File: config.mk
export PLATFORM = sky130hd
export DESIGN_NAME = ex_muldiv_unit
export DESIGN_NICKNAME = d
export VERILOG_FILES = /design/src/rtl/ex_muldiv_unit.sv
export SDC_FILE = /design/constraint.sdc
export NUM_CORES = 1
export LEC_CHECK = 0
export BUFFER_PORTS_ARGS = -buffer_cell sky130_fd_sc_hd__buf_4
export CAP_MARGIN = 20
export CORE_MARGIN = 2
export CORE_UTILIZATION = 60
export DETAILED_ROUTE_END_ITERATION = 8
export PLACE_DENSITY = 0.91
export SLEW_MARGIN = 20
export SYNTH_ARGS = -nofsm -noshare
export SYNTH_HDL_FRONTEND = slang
export SYNTH_SLANG_ARGS = --single-unit
File: constraint.sdc
create_clock -name clk -period 6.1 [get_ports clk]
set_input_delay 0.61 -clock clk [delete_from_list [all_inputs] [get_ports clk]]
set_output_delay 0.61 -clock clk [all_outputs]
set_load 0.1 [all_outputs]
File: src/rtl/ex_muldiv_unit.sv
// Execute-stage HI/LO unit: iterative multiply/divide running in the
// background, owner of the HI/LO registers, MFHI/MFLO/MTHI/MTLO service
// and the stall request toward hazard control.
module ex_muldiv_unit #(
    parameter int WIDTH = 32,
    parameter int ITER  = 32
) (
    input  logic             clk,
    input  logic             rst,
    input  logic             valid,
    input  logic [5:0]       opcode,
    input  logic [5:0]       func,
    input  logic [WIDTH-1:0] opA,
    input  logic [WIDTH-1:0] opB,
    output logic             stall,
    output logic [WIDTH-1:0] result,
    output logic             busy,
    output logic [WIDTH-1:0] hi,
    output logic [WIDTH-1:0] lo
);

    localparam int CW = (ITER > 1) ? $clog2(ITER) : 1;

    typedef enum logic [1:0] {IDLE, RUN, FIX} state_t;

    state_t               state_reg;
    logic [CW-1:0]        count_reg;
    logic [WIDTH-1:0]     b_reg;        // multiplicand or divisor (magnitude)
    logic [2*WIDTH-1:0]   acc_reg;      // {upper, lower}: product or {rem, quot}
    logic                 is_div_reg;
    logic                 neg_a_reg;
    logic                 neg_b_reg;
    logic [WIDTH-1:0]     hi_reg;
    logic [WIDTH-1:0]     lo_reg;

    // Instruction decode (R-type only)
    logic is_r, dec_mul, dec_div, dec_signed, dec_mfhi, dec_mflo, dec_mthi, dec_mtlo;
    assign is_r       = valid && (opcode == 6'h00);
    assign dec_mul    = is_r && ((func == 6'h18) || (func == 6'h19));
    assign dec_div    = is_r && ((func == 6'h1A) || (func == 6'h1B));
    assign dec_signed = !func[0];
    assign dec_mfhi   = is_r && (func == 6'h10);
    assign dec_mflo   = is_r && (func == 6'h12);
    assign dec_mthi   = is_r && (func == 6'h11);
    assign dec_mtlo   = is_r && (func == 6'h13);

    // Operand magnitudes; unsigned ops pass through untouched
    logic             a_neg, b_neg;
    logic [WIDTH-1:0] a_abs, b_abs;
    assign a_neg = dec_signed && opA[WIDTH-1];
    assign b_neg = dec_signed && opB[WIDTH-1];
    assign a_abs = a_neg ? (~opA + 1'b1) : opA;
    assign b_abs = b_neg ? (~opB + 1'b1) : opB;

    // Shift-add multiply step: add multiplicand when the current multiplier bit is set
    logic [WIDTH-1:0]   mul_addend;
    logic [WIDTH:0]     mul_sum;
    logic [2*WIDTH-1:0] mul_next;
    genvar gi;
    generate
        for (gi = 0; gi < WIDTH; gi++) begin : g_addend
            assign mul_addend[gi] = b_reg[gi] & acc_reg[0];
        end
    endgenerate
    assign mul_sum  = {1'b0, acc_reg[2*WIDTH-1:WIDTH]} + {1'b0, mul_addend};
    assign mul_next = {mul_sum, acc_reg[WIDTH-1:1]};

    // Restoring divide step: shift in the next dividend bit, subtract if it fits
    logic [WIDTH:0]     div_sh;
    logic [WIDTH+1:0]   div_diff;
    logic [2*WIDTH-1:0] div_next;
    assign div_sh   = {acc_reg[2*WIDTH-1:WIDTH], acc_reg[WIDTH-1]};
    assign div_diff = {1'b0, div_sh} - {2'b00, b_reg};
    assign div_next = div_diff[WIDTH+1] ? {div_sh[WIDTH-1:0], acc_reg[WIDTH-2:0], 1'b0}
                                        : {div_diff[WIDTH-1:0], acc_reg[WIDTH-2:0], 1'b1};

    // Sign correction; a zero divisor naturally leaves the raw dividend in the remainder
    logic [2*WIDTH-1:0] prod_fix;
    logic [WIDTH-1:0]   quot_fix, rem_fix;
    assign prod_fix = (neg_a_reg ^ neg_b_reg) ? (~acc_reg + 1'b1) : acc_reg;
    assign quot_fix = (b_reg == '0) ? '1 :
                      ((neg_a_reg ^ neg_b_reg) ? (~acc_reg[WIDTH-1:0] + 1'b1) : acc_reg[WIDTH-1:0]);
    assign rem_fix  = neg_a_reg ? (~acc_reg[2*WIDTH-1:WIDTH] + 1'b1) : acc_reg[2*WIDTH-1:WIDTH];

    // FSM, iteration datapath and HI/LO ownership
    always_ff @(posedge clk or negedge rst) begin
        if (!rst) begin
            state_reg  <= IDLE;
            count_reg  <= '0;
            b_reg      <= '0;
            acc_reg    <= '0;
            is_div_reg <= 1'b0;
            neg_a_reg  <= 1'b0;
            neg_b_reg  <= 1'b0;
            hi_reg     <= '0;
            lo_reg     <= '0;
        end else begin
            case (state_reg)
                IDLE: begin
                    if (dec_mul || dec_div) begin
                        state_reg  <= RUN;
                        count_reg  <= '0;
                        b_reg      <= b_abs;
                        acc_reg    <= {{WIDTH{1'b0}}, a_abs};
                        is_div_reg <= dec_div;
                        neg_a_reg  <= a_neg;
                        neg_b_reg  <= b_neg;
                    end
                    if (dec_mthi) hi_reg <= opA;
                    if (dec_mtlo) lo_reg <= opA;
                end
                RUN: begin
                    acc_reg   <= is_div_reg ? div_next : mul_next;
                    count_reg <= count_reg + 1'b1;
                    if (count_reg == CW'(ITER - 1)) state_reg <= FIX;
                end
                FIX: begin
                    state_reg <= IDLE;
                    if (is_div_reg) begin
                        hi_reg <= rem_fix;
                        lo_reg <= quot_fix;
                    end else begin
                        hi_reg <= prod_fix[2*WIDTH-1:WIDTH];
                        lo_reg <= prod_fix[WIDTH-1:0];
                    end
                end
                default: state_reg <= IDLE;
            endcase
        end
    end

    assign busy   = (state_reg != IDLE);
    assign hi     = hi_reg;
    assign lo     = lo_reg;
    assign stall  = busy && (dec_mul || dec_div || dec_mfhi || dec_mflo || dec_mthi || dec_mtlo);
    assign result = dec_mfhi ? hi_reg : (dec_mflo ? lo_reg : '0);

endmodule
### Word level (Yosys, flattened, before mapping)

Cells that the tools add are included.

* bits in read-only memories: 0
* bits in registers: 170
* logic and storage cells: 122
* bits in latches: 0
* memories kept: 0
* output and inout bits: 98
* memory bits (writable): 0

* div/mod/pow operators: 0
* mux-type cells: 23
* $add $sub $neg: 8
* shift operators: 0
* eq/ne operators: 15
* multiply operators: 0
* reductions and logical operators: 29
* $lt $le $gt $ge: 0
* bitwise gates (word level): 38

Operator list (count)
* $mux W32: 11
* $mux W64: 4
* $add A32 B1 Y32 const B: 4
* $not A32 Y32: 4
* $pmux W32 S2: 2
* $pmux W64 S2: 1
* $add A64 B1 Y64 const B: 1
* $not A64 Y64: 1
* $eq A6 B5 Y1 const B: 8
* $sub A33 B32 Y34: 1
* $add A32 B32 Y33: 1
* $and A1 B1 Y1: 32
* $logic_not A32 Y1: 1
* $logic_and A1 B1 Y1: 10
* $pmux W5 S2: 1
* $reduce_and A2 Y1: 5
* $ne A2 B2 Y1 const B: 4
* $logic_or A1 B1 Y1: 7
* $logic_not A6 Y1: 1
* $reduce_bool A2 Y1: 3
* $add A5 B1 Y5 const B: 1
* $eq A5 B5 Y1 const B: 1
* $mux W5: 1
* $mux W2: 2
* 6 further kinds: 6

### Longest topological paths before layout

* word-level depth: 9
* depth in mapped cells: 14

### Worst setup path after synthesis

Ideal clock, no wire load.

* path type: in2out
* start point: in opcode[5]
* end point: out result[10]
* path slack: 2.501 ns
* buffers on the path: 2
* required time: 5.490 ns
* arrival time: 2.989 ns
* cell stages on the path: 6
* path through: nor4b_1 nand4b_1 or3_1 clkbuf_1 clkbuf_1 nor2_1

* cells in the longest elaborated chain, start to end: 5

RTL lines
* start, declared: line 11 `input logic [5:0] opcode,`
* $logic_not A6 Y1 (*): line 38 `assign is_r = valid && (opcode == 6'h00);`
* $logic_and A1 B1 Y1 (*): line 38
* $logic_and A1 B1 Y1: line 43 `assign dec_mflo = is_r && (func == 6'h12);`
* $mux W32: line 136 `assign result = dec_mfhi ? hi_reg : (dec_mflo ? lo_reg : '0);`
* $mux W32 (*): line 136
* end, declared: line 16 `output logic [WIDTH-1:0] result,`

Every way passes the cells marked *; elsewhere a longest branch is shown, timed or not.

### Worst setup path after layout

* start point: reg acc_reg[37]
* end point: reg acc_reg[62]

* cells in the longest elaborated chain, start to end: 4

RTL lines
* start, declared: line 29 `logic [2*WIDTH-1:0] acc_reg;`
* start signal, assigned: line 104 `acc_reg <= {{WIDTH{1'b0}}, a_abs};`
* start signal, assigned: line 113 `acc_reg <= is_div_reg ? div_next : mul_next;`
* $sub A33 B32 Y34: line 73 `assign div_diff = {1'b0, div_sh} - {2'b00, b_reg};`
* $mux W64: line 74 `assign div_next = div_diff[WIDTH+1] ? {div_sh[WIDTH-1:0], acc_reg[WIDTH-2:0], 1'b0}`
* $mux W64 (*): line 113
* $pmux W64 S2 (*): line 98 `case (state_reg)`

Marks and branches as above.
A chain may end at the register's enable or synchronous reset.

==> flow_summary.yaml <==
critical_path:
  critical_path.max_fanout: 29
  path_depth: 10
  critPathBufInv: 0
  path_class: "reg -> reg"
  cp_data_required_time_ps: 6440
  cp-end-kind: "flip-flop"
  cp.arrival_ps: 4500
  regToRegStartpoint: "acc_reg[37]"
  slowest_stage: "and2_2"
  reg2regPathDepth: 10
  worstSetupEndpoint: "acc_reg[62]"
  crit_start: "acc_reg[37]"
  cp-start-kind: "flip-flop"
  r2r_end: "acc_reg[62]"
  critPathTopFamily: "compound AO/OA/AOI/OAI gates"
  reg2reg_setup_slack_ps: 1940
  worst_path_largest_cell_delay_ps: 820
  path_cells: "ha_1 -> nand4_1 -> a2111o_1 -> a31oi_1 -> nor4_2 -> o31a_1 -> o211ai_2 -> and2_2 -> nand2_1 -> o211ai_1"
place:
  routabilityCongestion: 0.974
  io_buffers: 176
  placed_area_mm2: 0.0164
  dpl.hpwl_um: 34500
  place_ws_ps: 2040
yosys:
  post-synth-top-count-cell: "nor2_1"
  synth_edf_count: 0
  synth-seq-cells: 170
  synthTopCellsByCount: "nor2_1 (178), dfrtp_1 (170), o21ai_0 (158)"
  synthDistinctLibCells: 82
  syn-mean-instance-area_um2: 8.16
  synthMuxAreaShare_pct: 9.12
  synthArstFlopShare_pct: 100
  synth_compound_area_share_pct: 23.3
  synth_fp_nets: 1994
  netlist_top_cells_area: "dfrtp_1 (28%), mux2i_1 (9.1%), xnor2_1 (5.9%), ha_1 (5.8%), o21ai_0 (5.3%)"
  yosys_warnings: 0
  synth_top_area_cell: "dfrtp_1"
  synth_xor_area_share_pct: 9.72
  ys_seq_area_share_pct: 28.3
  syn_area_mm2: 0.0150
  synth_top_family_by_area: "compound AO/OA/AOI/OAI gates"
  yosys_most_used_dff: "dfrtp_1"
  synthCells: 1843
  yosys.area_share.simple_pct: 18.0
  synth_fa_ha_area_share_pct: 6.09
  yosys.area.top_type_share_pct: 28.3
cts:
  cts_sinks: 170
  numCtsBuffers: 17
  cts_tree: "built"
  ctsResizeCount: 0
  clockRootBuffer: "clkbuf_16"
  clkSlewWorstSetupHoldPaths_ps: 80
  post_cts_buffers: 0
  cts.htree.levels: 4
  holdBufCountCts: 0
  clock_latency_ps: 450
  cts_max_path_buffers: 2
finish:
  fin_area_mm2: 0.0170
  largest_reg_flops: 64
  syn2layout_area_growth_pct: 12.8
  nNetsFinal: 2095
  postLayoutCoreUtil_pct: 69.3
  diodes: 0
  drive_above_1_share_pct: 13.4
  nFillCells: 1920
floorplan:
  dieArea_mm2: 0.0264
  start_util_pct: 61.5
  core-area_mm2: 0.0245
  die_x_um: 162
  row_count: 57
  num_io_pins: 177
  die-height_um: 162
sta:
  slew_viol_final: 0
  setup_viol: 0
  worstMarginPinSlew_ps: 1130
  post-route-worst-setup-slack_ps: 1940
  relSlewSlack_pct: 24.1
  fmax_mhz: 240
  skew_ps: 19.1
  finalHoldViolations: 0
  min_period_over_period_pct: 68.2
  rsz0062_at_grt: "no"
  fin_tns_setup_ps: 0
  finalCriticalPeriod_ps: 4160
power:
  vdd_ir_drop_max_uv: 188
  p_leak_nw: 7.41
  powerDensity_mw_per_mm2: 296
  p_total_w: 0.00503
global_route:
  grt_pass1_vias: 14500
  antenna_found_initial: 0
  overflow: 0
  grt_max_degree: 98
  grt_pass1_wl_um: 74900
  grt_usage_pct: 35.5
detailed_routing:
  drt_first_pass_iters: 6
  vias_per_cell: 6.66
  vias: 15200
  post-route-drc-count: 0
  initialDrtViolationCount: 1670
  ant_nets: 0
  wire_per_inst_um: 20.8
  drt-total-wl_um: 47500
job:
  cap_violations: 0
min_path:
  hp-class: "in -> async"
status:
  status: "finished clean"
kinds of logic after synthesis:
| family | after synthesis |
|---|---|
| AOI/OAI and AO/OA | 561 |
| DFF | 170 |
| adders and majority gates | 72 |
| muxes | 137 |
| buffers and inverters | 182 |
| xor gates and xnor gates | 167 |
| and+or+nand+nor | 554 |
cell usage in the layout (no fill, tap or decap), types with 25 or more instances in the layout:
master / count
buf_4: 188
nor2_1: 177
dfrtp_1: 169
o21ai_0: 158
a21oi_1: 155
nand2_1: 140
mux2i_1: 136
xnor2_1: 101
inv_1: 75
ha_1: 70
xor2_1: 65
a22oi_1: 46
nor3_1: 44
a211oi_1: 43
nor4_1: 28
nand3_1: 27
a21o_1: 25
final cells by class:
| type | instances | area, um^2 | share of cell area (%) |
|---|---|---|---|
| Inverter | 75 | 282 | 1.66 |
| Tap cell | 324 | 405 | 2.39 |
| Timing Repair Buffer | 189 | 1420 | 8.39 |
| Sequential cell | 170 | 4260 | 25.1 |
| Clock inverter | 14 | 145 | 0.856 |
| Multi-Input combinational cell | 1491 | 10000 | 59.1 |
| Clock buffer | 17 | 425 | 2.51 |
worst min path at each step:
stage	start	endpoint	cells past startpoint	slack, ps
floorplan	rst	acc_reg[0]	0	310
CTS	rst	lo[9]	1	300
global placement	b_reg[15]	b_reg[15]	2	460
global route	rst	acc_reg[9]	1	320
detailed placement	b_reg[14]	b_reg[14]	2	470
finish	rst	lo[8]	1	250
layer usage:
metal / wire length, um / part of all wire (%) / track usage (%) / vias up
li1: - / - / - / 6888
met1: 18400 / 39 / 45.2 / 7180
met2: 22500 / 47 / 60.1 / 948
met3: 4550 / 9.6 / 5.70 / 166
met4: 1980 / 4.2 / 15.0 / 0
met5: 0 / 0 / 0 / -
power breakdown:
| part | total, W | internal [W] | switching (W) |
|---|---|---|---|
| clock | 0.00109 | 0.000546 | 0.000549 |
| sequential | 0.00173 | 0.00129 | 0.000441 |
| combinational | 0.00220 | 0.000927 | 0.00127 |
| total | 0.00503 | 0.00277 | 0.00226 |
worst reg2reg max path, stage by stage, from the launching register on:
cell and delay (ps):
dfrtp_1 510, ha_1 480, nand4_1 140, a2111o_1 390, a31oi_1 310, nor4_2 150, o31a_1 350, o211ai_2 360
and2_2 820, nand2_1 290, o211ai_1 250
metrics by stage:
step                hold slack, ps  cells
floorplan                      314   1843
global placement               462   2249
detailed placement             470   2249
CTS                            299   2280
global route                   318   2280
finish                         251   2280
No activity file was read; power rests on OpenSTA's default activity.
